--- src/rtl/reset_sequencer.sv ---
// reset_sequencer: stretches level reset requests into a staged multi-domain
// reset, with an optional delayed re-reset after a ROM download ends.
module reset_sequencer #(
    parameter int          NSRC      = 4,
    parameter int          NOUT      = 2,
    parameter int          PULSE_LEN = 1000,
    parameter int          STAGE_GAP = 16,
    parameter int unsigned REARM_DLY = 5000000
) (
    input  logic            clk_sys,
    input  logic            res_n,
    input  logic            pll_locked,
    input  logic [NSRC-1:0] req,
    input  logic [NSRC-1:0] req_en,
    input  logic            dl_active,
    input  logic            rearm_en,
    output logic [NOUT-1:0] rst_out,
    output logic            busy,
    output logic [7:0]      evt_cnt
);

    localparam int HW = $clog2(PULSE_LEN + 1);
    localparam int GW = (STAGE_GAP > 1) ? $clog2(STAGE_GAP) : 1;
    localparam int IW = (NOUT > 1) ? $clog2(NOUT) : 1;

    localparam logic [HW-1:0] HOLD_INIT = HW'(PULSE_LEN);
    localparam logic [HW-1:0] HOLD_RLD  = HW'(PULSE_LEN - 1);
    localparam logic [GW-1:0] GAP_RLD   = GW'(STAGE_GAP - 1);
    localparam logic [IW-1:0] IDX_LAST  = IW'(NOUT - 1);
    localparam logic [31:0]   DLY_RLD   = 32'(REARM_DLY - 1);

    typedef enum logic [1:0] {
        S_IDLE,
        S_HOLD,
        S_STAGE
    } state_t;

    state_t          r_state;
    logic [NSRC-1:0] r_req_q;
    logic            r_lock_q;
    logic            r_dl_q;
    logic            r_dl_qq;
    logic [31:0]     r_timer;
    logic            r_fire;
    logic            r_trig_q;
    logic [7:0]      r_evt;
    logic [HW-1:0]   r_hold;
    logic [GW-1:0]   r_gap;
    logic [IW-1:0]   r_idx;
    logic [NOUT-1:0] r_rst;

    logic w_trig;
    logic w_dl_fall;

    assign w_trig    = (|(r_req_q & req_en)) | ~r_lock_q | r_fire;
    assign w_dl_fall = r_dl_qq & ~r_dl_q;

    assign rst_out = r_rst;
    assign evt_cnt = r_evt;
    assign busy    = (|r_rst) | (r_timer != 32'd0);

    always_ff @(posedge clk_sys or negedge res_n) begin
        if (!res_n) begin
            r_req_q  <= '0;
            r_lock_q <= 1'b0;
            r_dl_q   <= 1'b0;
            r_dl_qq  <= 1'b0;
            r_timer  <= '0;
            r_fire   <= 1'b0;
        end else begin
            r_req_q  <= req;
            r_lock_q <= pll_locked;
            r_dl_q   <= dl_active;
            r_dl_qq  <= r_dl_q;
            r_fire   <= 1'b0;
            // a running download or a disabled rearm cancels the timer
            if (r_dl_q || !rearm_en) begin
                r_timer <= '0;
            end else if (w_dl_fall) begin
                r_timer <= DLY_RLD;
            end else if (r_timer != 32'd0) begin
                r_timer <= r_timer - 32'd1;
                r_fire  <= (r_timer == 32'd1);
            end
        end
    end

    // trig history resets high so the reset-time lock loss is not an event
    always_ff @(posedge clk_sys or negedge res_n) begin
        if (!res_n) begin
            r_trig_q <= 1'b1;
            r_evt    <= '0;
        end else begin
            r_trig_q <= w_trig;
            if (w_trig && !r_trig_q && r_evt != 8'hFF)
                r_evt <= r_evt + 8'd1;
        end
    end

    always_ff @(posedge clk_sys or negedge res_n) begin
        if (!res_n) begin
            r_state <= S_HOLD;
            r_hold  <= HOLD_INIT;
            r_gap   <= '0;
            r_idx   <= '0;
            r_rst   <= '1;
        end else begin
            unique case (r_state)
                S_IDLE: begin
                    if (w_trig) begin
                        r_state <= S_HOLD;
                        r_hold  <= HOLD_RLD;
                        r_rst   <= '1;
                    end
                end
                S_HOLD: begin
                    r_rst <= '1;
                    if (w_trig) begin
                        r_hold <= HOLD_RLD;
                    end else if (r_hold == '0) begin
                        // first stage slot acts on the exit edge
                        r_rst[0] <= 1'b0;
                        r_gap    <= GAP_RLD;
                        r_idx    <= (NOUT > 1) ? IW'(1) : '0;
                        r_state  <= (NOUT > 1) ? S_STAGE : S_IDLE;
                    end else begin
                        r_hold <= r_hold - HW'(1);
                    end
                end
                S_STAGE: begin
                    if (w_trig) begin
                        r_state <= S_HOLD;
                        r_hold  <= HOLD_RLD;
                        r_rst   <= '1;
                    end else if (r_gap == '0) begin
                        r_rst[r_idx] <= 1'b0;
                        r_gap        <= GAP_RLD;
                        if (r_idx == IDX_LAST)
                            r_state <= S_IDLE;
                        else
                            r_idx <= r_idx + IW'(1);
                    end else begin
                        r_gap <= r_gap - GW'(1);
                    end
                end
                default: r_state <= S_IDLE;
            endcase
        end
    end

endmodule
--- config.mk ---
export PLATFORM = sky130hd
export DESIGN_NAME = reset_sequencer
export DESIGN_NICKNAME = d
export VERILOG_FILES = /design/src/rtl/reset_sequencer.sv
export SDC_FILE = /design/constraint.sdc
export NUM_CORES = 1
export LEC_CHECK = 0
export BUFFER_PORTS_ARGS = -buffer_cell sky130_fd_sc_hd__buf_4
export CAP_MARGIN = 20
export CELL_PAD_IN_SITES_DETAIL_PLACEMENT = 1
export CELL_PAD_IN_SITES_GLOBAL_PLACEMENT = 1
export CORE_MARGIN = 3
export CORE_UTILIZATION = 51
export DETAILED_ROUTE_END_ITERATION = 10
export GPL_TIMING_DRIVEN = 0
export PLACE_DENSITY_LB_ADDON = 0.1
export SETUP_SLACK_MARGIN = 0.02
export SKIP_CTS_REPAIR_TIMING = 1
export SLEW_MARGIN = 15
export SYNTH_ARGS = -nofsm -noshare
export SYNTH_HDL_FRONTEND = slang
export SYNTH_SLANG_ARGS = --single-unit
--- constraint.sdc ---
create_clock -name clk_sys -period 7.3 [get_ports clk_sys]
set_clock_uncertainty 0.05 [all_clocks]
set_input_delay 2.19 -clock clk_sys [delete_from_list [all_inputs] [get_ports clk_sys]]
set_output_delay 2.19 -clock clk_sys [all_outputs]
set_load 0.02 [all_outputs]
# After elaboration in Yosys (flattened, before gate mapping)
# Cells that the tools add are included.
dict set report totals {
  ff_bits 68
  in_bits 13
  word_cells 100
}
dict set report classes {
  addsub 5
  n_lt_le_gt_ge 2
  eq_ne 13
  n_mux 36
  bitwise 9
  n_reduce_logical 22
}
# op count
set ops {}
lappend ops {{32-bit two-way mux} 3}
lappend ops {{32-bit by 1-bit equality test with 1-bit output (second input constant)} 1}
lappend ops {{32-bit nonzero test} 1}
lappend ops {{32-bit by 1-bit subtractor with 32-bit output (second input constant)} 1}
lappend ops {{10-bit two-way mux} 3}
lappend ops {{10-bit case mux with 2 select lines} 1}
lappend ops {{2-bit two-way mux} 9}
lappend ops {{4-bit two-way mux} 4}
lappend ops {{2-bit case mux with 3 select lines} 2}
lappend ops {{1-bit two-way mux} 11}
lappend ops {{10-bit logical NOT} 1}
lappend ops {{2-bit != test (second input constant)} 5}
lappend ops {{5-bit AND reduction} 2}
lappend ops {{10-bit by 1-bit subtractor with 10-bit output (second input constant)} 1}
lappend ops {{3-bit != test (second input constant)} 3}
lappend ops {{8-bit by 1-bit adder with 8-bit output (second input constant)} 1}
lappend ops {{8-bit != test (second input constant)} 1}
lappend ops {{4-bit case mux with 2 select lines} 1}
lappend ops {{3-bit AND reduction} 2}
lappend ops {{3-bit nonzero test} 2}
lappend ops {{4-bit AND} 1}
lappend ops {{4-bit logical NOT} 1}
lappend ops {{4-bit AND reduction} 1}
lappend ops {{2-bit nonzero test} 2}
lappend ops {{other kinds (20)} 27}

# Longest topological paths before layout
dict set report logic_depth {
  word_depth 9
  depth_mapped 8
  depth_no_buf 7
}

# Worst setup path after synthesis
# OpenSTA, ideal clock, no wires.
dict set report synth_timing {
  path_kind {reg2out}
  startpoint {register r_timer[18]}
  endpoint {output busy}
  arrival_time_ns 1.939
  setup_slack_ns 3.121
  stages_incl_launch_ff 5
  path_buffers 0
  path_cell_list {dfrtp_1 or4_1 nor4_2 nand4_1 or3_1}
}
dict set report synth_between {
  elab_chain_cells 2
}
# item line_no
set synth_rtl {}
lappend synth_rtl {{from (decl)} 43} ;# logic [31:0] r_timer;
lappend synth_rtl {{from (signal assigned)} 82} ;# r_timer <= r_timer - 32'd1;
lappend synth_rtl {{32-bit nonzero test} 60} ;# assign busy = (|r_rst) | (r_timer != 32'd0);
lappend synth_rtl {{1-bit bitwise OR} 60}
lappend synth_rtl {{to (decl)} 18} ;# output logic busy,
# No other way between the ends.

# Worst setup path in the final report
# Same ends and word-level chain as after synthesis.

==> flow_summary.json <==
{
  "status": "finished clean",
  "final_util_pct": 62.0,
  "place_hpwl_mm": 6.37,
  "ys_seq_area_share_pct": 48.5,
  "rr_startpoint": "r_timer[0]",
  "power.switching_mw": 0.350,
  "path_cells": "or4_1 -> nor4_2 -> nand4_1 -> or3_1 -> buf_4",
  "drive_gt1_share_pct": 15.2,
  "syn-num-nets": 380,
  "hp-start": "r_dl_q",
  "syn_inst": 356,
  "max-vdd-ir-drop_uv": 117,
  "setup_tns_ns": 0,
  "synthTopCellsByCount": "dfrtp_1 (58), a21oi_1 (28), nor2_1 (27)",
  "io_pins": 24,
  "hold_class": "reg -> reg",
  "netSwitchingFraction_pct": 31.9,
  "insertedDiodeCount": 0,
  "r2r-end": "r_timer[2]",
  "drc": 0,
  "critPathMaxFanout": 7,
  "min_to": "r_dl_qq",
  "die_w_um": 89.3,
  "clkLatencyLatePin_ns": 0.35,
  "power.share.clock_pct": 35.2,
  "cts.reportedPaths.clkPinSlew_ns": 0.08,
  "die_area_um2": 7970,
  "reg2reg_depth": 7,
  "cts_tree": "done",
  "antenna_found_initial": 0,
  "via_per_inst": 6.28,
  "die_y_um": 89.3,
  "critPathCaptureType": "output port",
  "gr-total-overflow": 0,
  "crit_type": "reg -> out",
  "rows": 29,
  "cp.arrival_ns": 2.74,
  "powerDensity_nw_per_um2": 271,
  "leakage_nw": 1.75,
  "synth_top_area_cell": "dfrtp_1",
  "wl_per_cell_um": 19.6,
  "first_global_vias": 3095,
  "place_congestion": 0.800,
  "r2r_slack_ns": 4.20,
  "antenna_left": 0,
  "fmax_ghz": 0.201,
  "syn_area_per_cell_um2": 9.93,
  "num-nets-final": 414,
  "maxCapViolations": 0,
  "period_minus_slack_ns": 4.98,
  "crit_family": "simple AND/OR/NAND/NOR gates",
  "synth_area_um2": 3540,
  "critical_path_buf_inv_count": 1,
  "core_area_um2": 6530,
  "grt_max_degree": 69,
  "drt-initial-drc-count": 112,
  "cpPeakStageDelay_ns": 0.62,
  "synth_top_area_share_pct": 41.0,
  "finalSetupViolations": 0,
  "drv_slew": 0,
  "postSynth.asyncResetShare_pct": 100,
  "dr.pass1.iters": 4,
  "fin_crit_sh_pct": 68.2,
  "synth_warnings": 0,
  "num_vias": 2963,
  "synth.area.top_cells": "dfrtp_1 (41%), dfstp_2 (7.4%), a21oi_1 (4.0%)",
  "hold_viol_final": 0,
  "slew-limit-headroom_pct": 28.4,
  "start_util_pct": 54.1,
  "synth.most_common_cell": "dfrtp_1",
  "min_path_cells": 0,
  "clockBufferDepth": 2,
  "clock_sinks": 68,
  "synth_cell_types": 51,
  "area_growth_pct": 14.6,
  "cts_buffers": 9,
  "cts.htree.levels": 3,
  "rsz0062_at_grt": "no",
  "seq_power_share_pct": 41.4,
  "worst_slew_pin_slew_ns": 1.07,
  "port_buffers": 23,
  "share_comb_of_total_power_pct": 23.4,
  "ys_ff_latch": 68,
  "p_int_mw": 0.746,
  "grt_usage_pct": 25.2,
  "synth-main-ff-cell": "dfrtp_1",
  "synth_edf_count": 0,
  "whs_ns": 0.351,
  "drt_wl_total_mm": 9.25,
  "slowest_stage": "or4_1",
  "critPathLaunchType": "flop",
  "cp.required_ns": 5.06,
  "grt_pass1_wl_mm": 15.2,
  "cts-root-buf": "clkbuf_8"
}
[layout make-up]
class / count / area, um^2
fill: 738 / 2480
multi-input combinational: 264 / 1720
clock buffer: 9 / 124
timing repair buffer: 23 / 173
inverter: 16 / 60.1
clock inverter: 7 / 123
sequential: 68 / 1710
tap: 77 / 96.3
buffer: 8 / 38.8
[cells by family (layout without fill, tap and decap cells)]
family	count (synthesis)	after routing	synth area share (%)
AOI/OAI and AO/OA	76	76	14.2
xor gates and xnor gates	25	25	6.19
adders and majority gates	11	11	3.89
buffers and inverters	24	63	2.80
DFF	68	68	48.5
muxes	3	3	0.955
and+or+nand+nor	149	149	23.5
[state kept, by name, summed over array words and instances, names as in the netlist]
name	flops
evt_cnt	8
r_dl_q	1
r_dl_qq	1
r_fire	1
r_gap	4
r_hold	10
r_idx	1
r_lock_q	1
r_req_q	4
r_state	2
r_timer	32
r_trig_q	1
rst_out	2
[per-layer routing]
metal / share of wire [%] / track usage, % / vias up / routed length [um]
li1: - / - / 1393 / -
met1: 45 / 33.2 / 1486 / 4180
met2: 50 / 41.8 / 65 / 4620
met3: 3.2 / 3.13 / 19 / 298
met4: 1.7 / 11.0 / 0 / 157
met5: 0 / 0 / - / 0
[power by group through the flow]
stage / registers, mW / clock network (mW) / logic, mW
after CTS: 0.454 / 0.389 / 0.258
after floorplan: 0.474 / 0 / 0.145
final: 0.454 / 0.386 / 0.257
after global placement: 0.458 / 0 / 0.243
after global routing: 0.459 / 0.409 / 0.284
after detailed placement: 0.461 / 0 / 0.255
[worst reg2reg max path, delay by kind of cell (launching register included)]
family	cells	cell delay (ns)
AO/OA/AOI/OAI	1	0.37
flip-flops	1	0.43
adder cells (fa/ha/maj)	1	0.34
buffers and inverters	2	0.49
AND/OR/NAND/NOR	3	1.32
[cell usage in the layout (no fill, tap or decap), types with 5 or more instances in the layout]
master,n
or4_1,14
a211oi_1,5
nor4_1,7
nor3_1,15
inv_1,15
nor2_1,27
or3_1,14
nand3_1,9
a21oi_1,28
nand4_1,11
o31ai_1,9
xor2_1,12
ha_1,11
dfstp_2,10
clkbuf_8,9
nand2_1,24
clkbuf_1,6
o21ai_0,7
xnor2_1,13
dfrtp_1,58
buf_4,23
nor2b_1,5
[how the worst max path moves through the flow]
stage | start | endpoint | slack [ns] | depth (start not counted)
final | r_timer[18] | busy | 2.32 | 5
after global routing | r_timer[26] | busy | 2.15 | 5
after CTS | r_timer[18] | busy | 2.29 | 5
after detailed placement | r_timer[18] | busy | 2.67 | 5
after global placement | r_timer[18] | busy | 2.73 | 5
after floorplan | r_timer[18] | busy | 3.12 | 4
[metrics by stage]
step / total power [mW] / area (um^2) / setup slack, ns / instances
global placement: 0.701 / 3800 / 2.73 / 456
floorplan: 0.620 / 3540 / 3.12 / 356
finish: 1.10 / 4050 / 2.32 / 472
detailed placement: 0.716 / 3800 / 2.67 / 456
CTS: 1.10 / 4050 / 2.29 / 472
global route: 1.15 / 4050 / 2.15 / 472
No activity file was read; power rests on OpenSTA's default activity.
